<file path="src/rtl/display_pkg.sv">
// Shared constants, FSM state type and seven-segment glyph patterns
// for the four-digit multiplexed display scanner.
package display_pkg;

    localparam int unsigned NUM_DIGITS = 4;
    localparam int unsigned NIBBLE_W   = 4;
    localparam int unsigned SEG_W      = 7;
    localparam int unsigned DIGIT_W    = $clog2(NUM_DIGITS);
    localparam int unsigned DATA_W     = NUM_DIGITS * NIBBLE_W;

    typedef enum logic {
        IDLE = 1'b0,
        SCAN = 1'b1
    } state_t;

    // Glyphs as {a,b,c,d,e,f,g}, active-high; F is deliberately dark.
    localparam logic [SEG_W-1:0] SEG_0 = 7'b1111110;
    localparam logic [SEG_W-1:0] SEG_1 = 7'b0110000;
    localparam logic [SEG_W-1:0] SEG_2 = 7'b1101101;
    localparam logic [SEG_W-1:0] SEG_3 = 7'b1111001;
    localparam logic [SEG_W-1:0] SEG_4 = 7'b0110011;
    localparam logic [SEG_W-1:0] SEG_5 = 7'b1011011;
    localparam logic [SEG_W-1:0] SEG_6 = 7'b1011111;
    localparam logic [SEG_W-1:0] SEG_7 = 7'b1110000;
    localparam logic [SEG_W-1:0] SEG_8 = 7'b1111111;
    localparam logic [SEG_W-1:0] SEG_9 = 7'b1111011;
    localparam logic [SEG_W-1:0] SEG_A = 7'b0001101;
    localparam logic [SEG_W-1:0] SEG_B = 7'b0011001;
    localparam logic [SEG_W-1:0] SEG_C = 7'b0100011;
    localparam logic [SEG_W-1:0] SEG_D = 7'b1001011;
    localparam logic [SEG_W-1:0] SEG_E = 7'b0001111;
    localparam logic [SEG_W-1:0] SEG_F = 7'b0000000;

endpackage

</file>
<file path="src/rtl/seg7_decode.sv">
// Combinational hex nibble to seven-segment glyph decoder.
//   i_nibble : hex value 0-F
//   o_seg    : segments {a,b,c,d,e,f,g}, active-high
module seg7_decode
    import display_pkg::*;
(
    input  logic [NIBBLE_W-1:0] i_nibble,
    output logic [SEG_W-1:0]    o_seg
);

    always_comb begin
        o_seg = SEG_F;
        case (i_nibble)
            4'h0: o_seg = SEG_0;
            4'h1: o_seg = SEG_1;
            4'h2: o_seg = SEG_2;
            4'h3: o_seg = SEG_3;
            4'h4: o_seg = SEG_4;
            4'h5: o_seg = SEG_5;
            4'h6: o_seg = SEG_6;
            4'h7: o_seg = SEG_7;
            4'h8: o_seg = SEG_8;
            4'h9: o_seg = SEG_9;
            4'hA: o_seg = SEG_A;
            4'hB: o_seg = SEG_B;
            4'hC: o_seg = SEG_C;
            4'hD: o_seg = SEG_D;
            4'hE: o_seg = SEG_E;
            default: o_seg = SEG_F;
        endcase
    end

endmodule

</file>
<file path="src/rtl/display_scan_ctrl.sv">
// Four-digit multiplexed seven-segment scanner with double-buffered load.
//   clk, rst        : clock and synchronous active-high reset
//   enable          : run the scan (IDLE <-> SCAN)
//   blank_lz        : suppress leading zeros on digits 3..1
//   load_valid/data : new 4-nibble value into the pending buffer
//   load_ready      : pending buffer empty
//   seg, an         : registered segment and anode drives, active-high
//   frame_done      : one-cycle pulse on the last tick of digit 3
module display_scan_ctrl
    import display_pkg::*;
#(
    parameter int unsigned CLK_DIV   = 1000,
    parameter int unsigned GHOST_CYC = 2
) (
    input  logic              clk,
    input  logic              rst,
    input  logic              enable,
    input  logic              blank_lz,
    input  logic              load_valid,
    input  logic [DATA_W-1:0] load_data,
    output logic              load_ready,
    output logic [SEG_W-1:0]  seg,
    output logic [NUM_DIGITS-1:0] an,
    output logic              frame_done
);

    localparam int unsigned TICK_W = $clog2(CLK_DIV);
    localparam logic [TICK_W-1:0]  TICK_MAX   = TICK_W'(CLK_DIV - 1);
    localparam logic [TICK_W-1:0]  TICK_GHOST = TICK_W'(GHOST_CYC);
    localparam logic [DIGIT_W-1:0] DIGIT_MAX  = DIGIT_W'(NUM_DIGITS - 1);

    state_t              r_state;
    logic [TICK_W-1:0]   r_tick;
    logic [DIGIT_W-1:0]  r_digit;
    logic [DATA_W-1:0]   r_active;
    logic [DATA_W-1:0]   r_pending;
    logic                r_pend_full;

    state_t              w_state_nx;
    logic [TICK_W-1:0]   w_tick_nx;
    logic [DIGIT_W-1:0]  w_digit_nx;
    logic [DATA_W-1:0]   w_active_nx;
    logic [DATA_W-1:0]   w_upper;
    logic [NIBBLE_W-1:0] w_nibble;
    logic [SEG_W-1:0]    w_seg_dec;
    logic [SEG_W-1:0]    w_seg_nx;
    logic [NUM_DIGITS-1:0] w_an_nx;
    logic                w_fd_nx;
    logic                w_boundary;
    logic                w_accept;
    logic                w_xfer;
    logic                w_lit;

    assign load_ready = ~r_pend_full;

    // Next scan position and buffer movement.
    always_comb begin
        w_state_nx = r_state;
        w_tick_nx  = r_tick;
        w_digit_nx = r_digit;
        w_boundary = (r_state == SCAN) && (r_digit == DIGIT_MAX) && (r_tick == TICK_MAX);
        w_accept   = load_valid && !r_pend_full;
        // In IDLE pending drains immediately; in SCAN only at the frame boundary.
        w_xfer     = r_pend_full && ((r_state == IDLE) || w_boundary);
        w_active_nx = w_xfer ? r_pending : r_active;
        case (r_state)
            IDLE: begin
                w_tick_nx  = '0;
                w_digit_nx = '0;
                if (enable) begin
                    w_state_nx = SCAN;
                end
            end
            SCAN: begin
                if (!enable) begin
                    w_state_nx = IDLE;
                    w_tick_nx  = '0;
                    w_digit_nx = '0;
                end else if (r_tick == TICK_MAX) begin
                    w_tick_nx  = '0;
                    w_digit_nx = r_digit + DIGIT_W'(1);
                end else begin
                    w_tick_nx  = r_tick + TICK_W'(1);
                end
            end
            default: begin
                w_state_nx = IDLE;
                w_tick_nx  = '0;
                w_digit_nx = '0;
            end
        endcase
    end

    // Outputs are computed from the next position so the registered drives
    // line up with the tick/digit they describe.
    always_comb begin
        w_upper  = w_active_nx >> {w_digit_nx, 2'b00};
        w_nibble = w_upper[NIBBLE_W-1:0];
        w_lit    = (w_state_nx == SCAN) && (w_tick_nx >= TICK_GHOST);
        w_seg_nx = '0;
        w_an_nx  = '0;
        if (w_lit) begin
            w_an_nx = NUM_DIGITS'(1) << w_digit_nx;
            // Digit k is a leading zero when nibbles k..3 are all zero.
            if (!(blank_lz && (w_digit_nx != '0) && (w_upper == '0))) begin
                w_seg_nx = w_seg_dec;
            end
        end
        w_fd_nx = (w_state_nx == SCAN) && (w_digit_nx == DIGIT_MAX) && (w_tick_nx == TICK_MAX);
    end

    seg7_decode u_dec (
        .i_nibble (w_nibble),
        .o_seg    (w_seg_dec)
    );

    // State, buffers and registered outputs.
    always_ff @(posedge clk) begin
        if (rst) begin
            r_state     <= IDLE;
            r_tick      <= '0;
            r_digit     <= '0;
            r_active    <= '0;
            r_pending   <= '0;
            r_pend_full <= 1'b0;
            seg         <= '0;
            an          <= '0;
            frame_done  <= 1'b0;
        end else begin
            r_state    <= w_state_nx;
            r_tick     <= w_tick_nx;
            r_digit    <= w_digit_nx;
            r_active   <= w_active_nx;
            seg        <= w_seg_nx;
            an         <= w_an_nx;
            frame_done <= w_fd_nx;
            if (w_accept) begin
                r_pending   <= load_data;
                r_pend_full <= 1'b1;
            end else if (w_xfer) begin
                r_pend_full <= 1'b0;
            end
        end
    end

endmodule

</file>
<file path="config.mk">
export PLATFORM = sky130hd
export DESIGN_NAME = display_scan_ctrl
export DESIGN_NICKNAME = d
export VERILOG_FILES = /design/src/rtl/display_pkg.sv /design/src/rtl/seg7_decode.sv /design/src/rtl/display_scan_ctrl.sv
export SDC_FILE = /design/constraint.sdc
export NUM_CORES = 1
export LEC_CHECK = 0
export ABC_CLOCK_PERIOD_IN_PS = 7200
export BUFFER_PORTS_ARGS = -buffer_cell sky130_fd_sc_hd__clkbuf_2
export CAP_MARGIN = 25
export CORE_MARGIN = 2
export CORE_UTILIZATION = 45
export DETAILED_ROUTE_END_ITERATION = 7
export GPL_TIMING_DRIVEN = 0
export PLACE_DENSITY = 0.66
export SETUP_SLACK_MARGIN = 0.4
export SYNTH_ARGS = -nofsm -noshare
export SYNTH_HDL_FRONTEND = slang
export SYNTH_SLANG_ARGS = --single-unit
export TNS_END_PERCENT = 100
</file>
<file path="constraint.sdc">
create_clock -name clk -period 7.2 [get_ports clk]
set_clock_uncertainty 0.05 [all_clocks]
set_input_delay 0.36 -clock clk [delete_from_list [all_inputs] [get_ports clk]]
set_output_delay 0.36 -clock clk [all_outputs]
set_load 0.02 [all_outputs]
</file>
==> impl_metrics.env <==
export IMPL_wirelength_um=7290
export IMPL_fp_dieW_um=85.6
export IMPL_die_y_um=85.6
export IMPL_hold_depth=3
export IMPL_cts_setup_buffers=0
export IMPL_cts_clk_slew_worst_paths_ps=70
export IMPL_layoutNonFillerInstCount=487
export IMPL_start_kind="flop"
export IMPL_gp_congestion=0.942
export IMPL_cts_buffers=9
export IMPL_wire_per_inst_um=15.0
export IMPL_finalSetupTns_ps=0
export IMPL_syn_instance_count=361
export IMPL_htreeDepth=3
export IMPL_r2r_end="seg[5]"
export IMPL_antenna_found_initial=0
export IMPL_relSlewSlack_pct=50.9
export IMPL_power_leakage_nw=1.34
export IMPL_vias_per_cell=5.70
export IMPL_synth_cell_types=64
export IMPL_rr_startpoint="r_tick[0]"
export IMPL_io_pins=34
export IMPL_grt_max_degree=11
export IMPL_cts_root_buf="clkbuf_8"
export IMPL_async_flop_share_pct=0
export IMPL_period_share_pct=54.8
export IMPL_slowest_delay_ps=460
export IMPL_syn_avg_cell_area_um2=8.30
export IMPL_cts_hold_fix_buffers=0
export IMPL_synth_fp_nets=391
export IMPL_cp_max_fo=10
export IMPL_reg2reg_slack_ps=3250
export IMPL_ir_worst_vdd_uv=137
export IMPL_firstDrtPassIters=4
export IMPL_synth_top_area_share_pct=38.7
export IMPL_synth_ff_latch_count=58
export IMPL_hold_path_class="input pin to flop"
export IMPL_clk_latency_ps=340
export IMPL_period_needed_ps=3950
export IMPL_synthesis_area_mm2=0.00300
export IMPL_start_util_pct=46.9
export IMPL_muxShareOfSynthArea_pct=3.01
export IMPL_grt_pass1_vias=2586
export IMPL_overflow=0
export IMPL_drc=0
export IMPL_synth_compound_area_share_pct=21.9
export IMPL_cts_sinks=58
export IMPL_synth_seq_area_share_pct=38.7
export IMPL_hold_viol_final=0
export IMPL_ant_nets=0
export IMPL_tightest_slew_ps=732
export IMPL_synthFlopType="dfxtp_1"
export IMPL_coreArea_mm2=0.00639
export IMPL_cts_tree="yes"
export IMPL_slew_violations=0
export IMPL_powerDensity_mw_per_mm2=202
export IMPL_fmax_mhz=253
export IMPL_synthAdderAreaFrac_pct=3.76
export IMPL_end_kind="flop"
export IMPL_synth_simple_gate_area_share_pct=26.6
export IMPL_critPathArrivalTime_ps=4140
export IMPL_drive_above_1_share_pct=16.8
export IMPL_crit_chain="ha_1 > nand4bb_4 > o311ai_1 > and2_1 > buf_2 > buf_2 > nand2_1 > a311o_1 > nand2_1 > inv_1 > ha_1 > and2_1 > o2111ai_1 > o211ai_2 > a311oi_1"
export IMPL_cp_slowest_cell="o311ai_1"
export IMPL_cp_required_ps=7390
export IMPL_yosys_area_top_type="dfxtp_1"
export IMPL_netlist_top_cells_area="dfxtp_1 39%, nand2_1 9.6%, a21oi_1 6.3%"
export IMPL_post_cts_resized=0
export IMPL_synth_top_family_by_area="simple AND/OR/NAND/NOR gates"
export IMPL_area_growth_pct=14.9
export IMPL_synthXorXnorAreaFrac_pct=1.75
export IMPL_grt_pass1_wl_um=12200
export IMPL_setup_viol=0
export IMPL_place_inst=471
export IMPL_yosysWarnings=0
export IMPL_min_from="load_data[9]"
export IMPL_rows=29
export IMPL_num_vias=2778
export IMPL_rsz0062_at_grt="no"
export IMPL_hold_end="r_pending[9]"
export IMPL_port_buffers=33
export IMPL_worstRegToRegCells=15
export IMPL_crit_type="flop to flop"
export IMPL_dp_hpwl_um=5360
export IMPL_track_usage_pct=21.0
export IMPL_drtIter0Drc=173
export IMPL_maxCapViolCount=0
export IMPL_status="finished, final reports clean"
export IMPL_antennaDiodeCount=0
export IMPL_fp_dieArea_mm2=0.00733
export IMPL_nNetsFinal=435
export IMPL_synth_edf_count=0
export IMPL_ctsLongestPathBuffers=2
[kinds of logic after synthesis]
family | count (synthesis)
buffers and inverters | 28
xor gates and xnor gates | 6
AOI/OAI and AO/OA | 94
muxes | 5
adders and majority gates | 9
and+or+nand+nor | 161
DFF | 58
[layout by cell type, fill, tap and decap left out, types with 3 or more instances in the layout]
cell,instances
and3_1,9
nand3_1,8
ha_1,9
a311oi_1,3
nand2_1,77
and2_1,4
clkinv_2,4
nor2_1,24
a211oi_1,6
clkbuf_1,14
nand4_1,7
a31oi_1,3
nor3_1,6
a21oi_1,38
dfxtp_1,58
nor4_1,4
o21ai_0,8
buf_2,4
nor2b_1,4
xnor2_1,5
inv_1,6
and4_1,5
o31a_1,4
clkbuf_2,33
clkbuf_8,9
or3_1,3
[layer usage]
metal / GRT usage, % / routed length [um]
met2: 33.6 / 3280
met4: 10.5 / 203
met3: 4.23 / 369
met5: 0 / 0
met1: 27.1 / 3430
[final cells by class]
cell class,count,area (um^2)
Buffer,21,103
Clock buffer,10,128
Clock inverter,6,57.6
Fill cell,634,2940
Inverter,7,26.3
Multi-Input combinational cell,275,1710
Sequential cell,58,1160
Tap cell,77,96.3
Timing Repair Buffer,33,165
[through the flow]
stage	util, %	setup slack, ps	cell area, um^2	hold slack [ps]	power [W]
global route	53.9	2950	3440	186	0.000727
finish	53.9	3250	3440	184	0.000697
detailed placement	51.0	3350	3260	397	0.000415
global placement	51.0	3380	3260	391	0.000414
CTS	53.9	3300	3440	173	0.000702
floorplan	-	3960	3000	382	0.000392
[cells in the mapped netlist (2+ instances only)]
| master | number |
|---|---|
| nand2b_1 | 2 |
| nor2_1 | 24 |
| nor4_1 | 4 |
| xnor2_1 | 5 |
| a2111oi_0 | 2 |
| and3_1 | 9 |
| buf_2 | 4 |
| dfxtp_1 | 58 |
| a211o_1 | 2 |
| a211oi_2 | 2 |
| a211oi_1 | 6 |
| o21a_1 | 2 |
| and4_1 | 5 |
| or3_1 | 3 |
| nor2b_1 | 4 |
| o21ai_1 | 2 |
| o21ai_0 | 8 |
| a21oi_1 | 38 |
| mux4_2 | 2 |
| nor3_1 | 6 |
| a311oi_1 | 3 |
| nand3_1 | 8 |
| a21boi_0 | 2 |
| nand2_1 | 77 |
| a311o_1 | 2 |
| ha_1 | 9 |
| clkbuf_1 | 13 |
| o41a_1 | 2 |
| a31oi_1 | 3 |
| o211ai_1 | 2 |
| o31a_1 | 4 |
| inv_1 | 6 |
| buf_6 | 2 |
| nand4_1 | 7 |
| and2_1 | 4 |
[worst max-delay path: cells and delay by family (launching register included)]
kind,cells,cell delay [ps]
flip-flops,1,390
AND/OR/NAND/NOR,5,780
buffers and inverters,3,560
AO/OA/AOI/OAI,5,1470
adder cells (fa/ha/maj),2,590
[worst max-delay path by stage]
stage                  end       from  slack [ps]
CTS                 seg[5]  r_tick[0]        3300
global placement    seg[0]  r_tick[0]        3380
detailed placement  seg[5]  r_tick[0]        3350
finish              seg[5]  r_tick[0]        3250
floorplan           seg[0]  r_tick[0]        3960
global route        seg[5]  r_tick[0]        2950
[power breakdown]
part / internal, W / leakage (nW) / total [W] / switching (W)
combinational: 0.0000266 / 0.778 / 0.0000712 / 0.0000446
sequential: 0.000329 / 0.471 / 0.000337 / 0.00000808
clock: 0.000157 / 0.0958 / 0.000289 / 0.000132
total: 0.000513 / 1.34 / 0.000697 / 0.000184
[state kept, by name, summed over array words and instances (netlist names), named ones only]
signal       cells
r_tick          10
seg              7
r_pending       16
frame_done       1
r_pend_full      1
an               4
r_active        14
r_digit          2
r_state          1
Power figures use the tool's default switching activity.
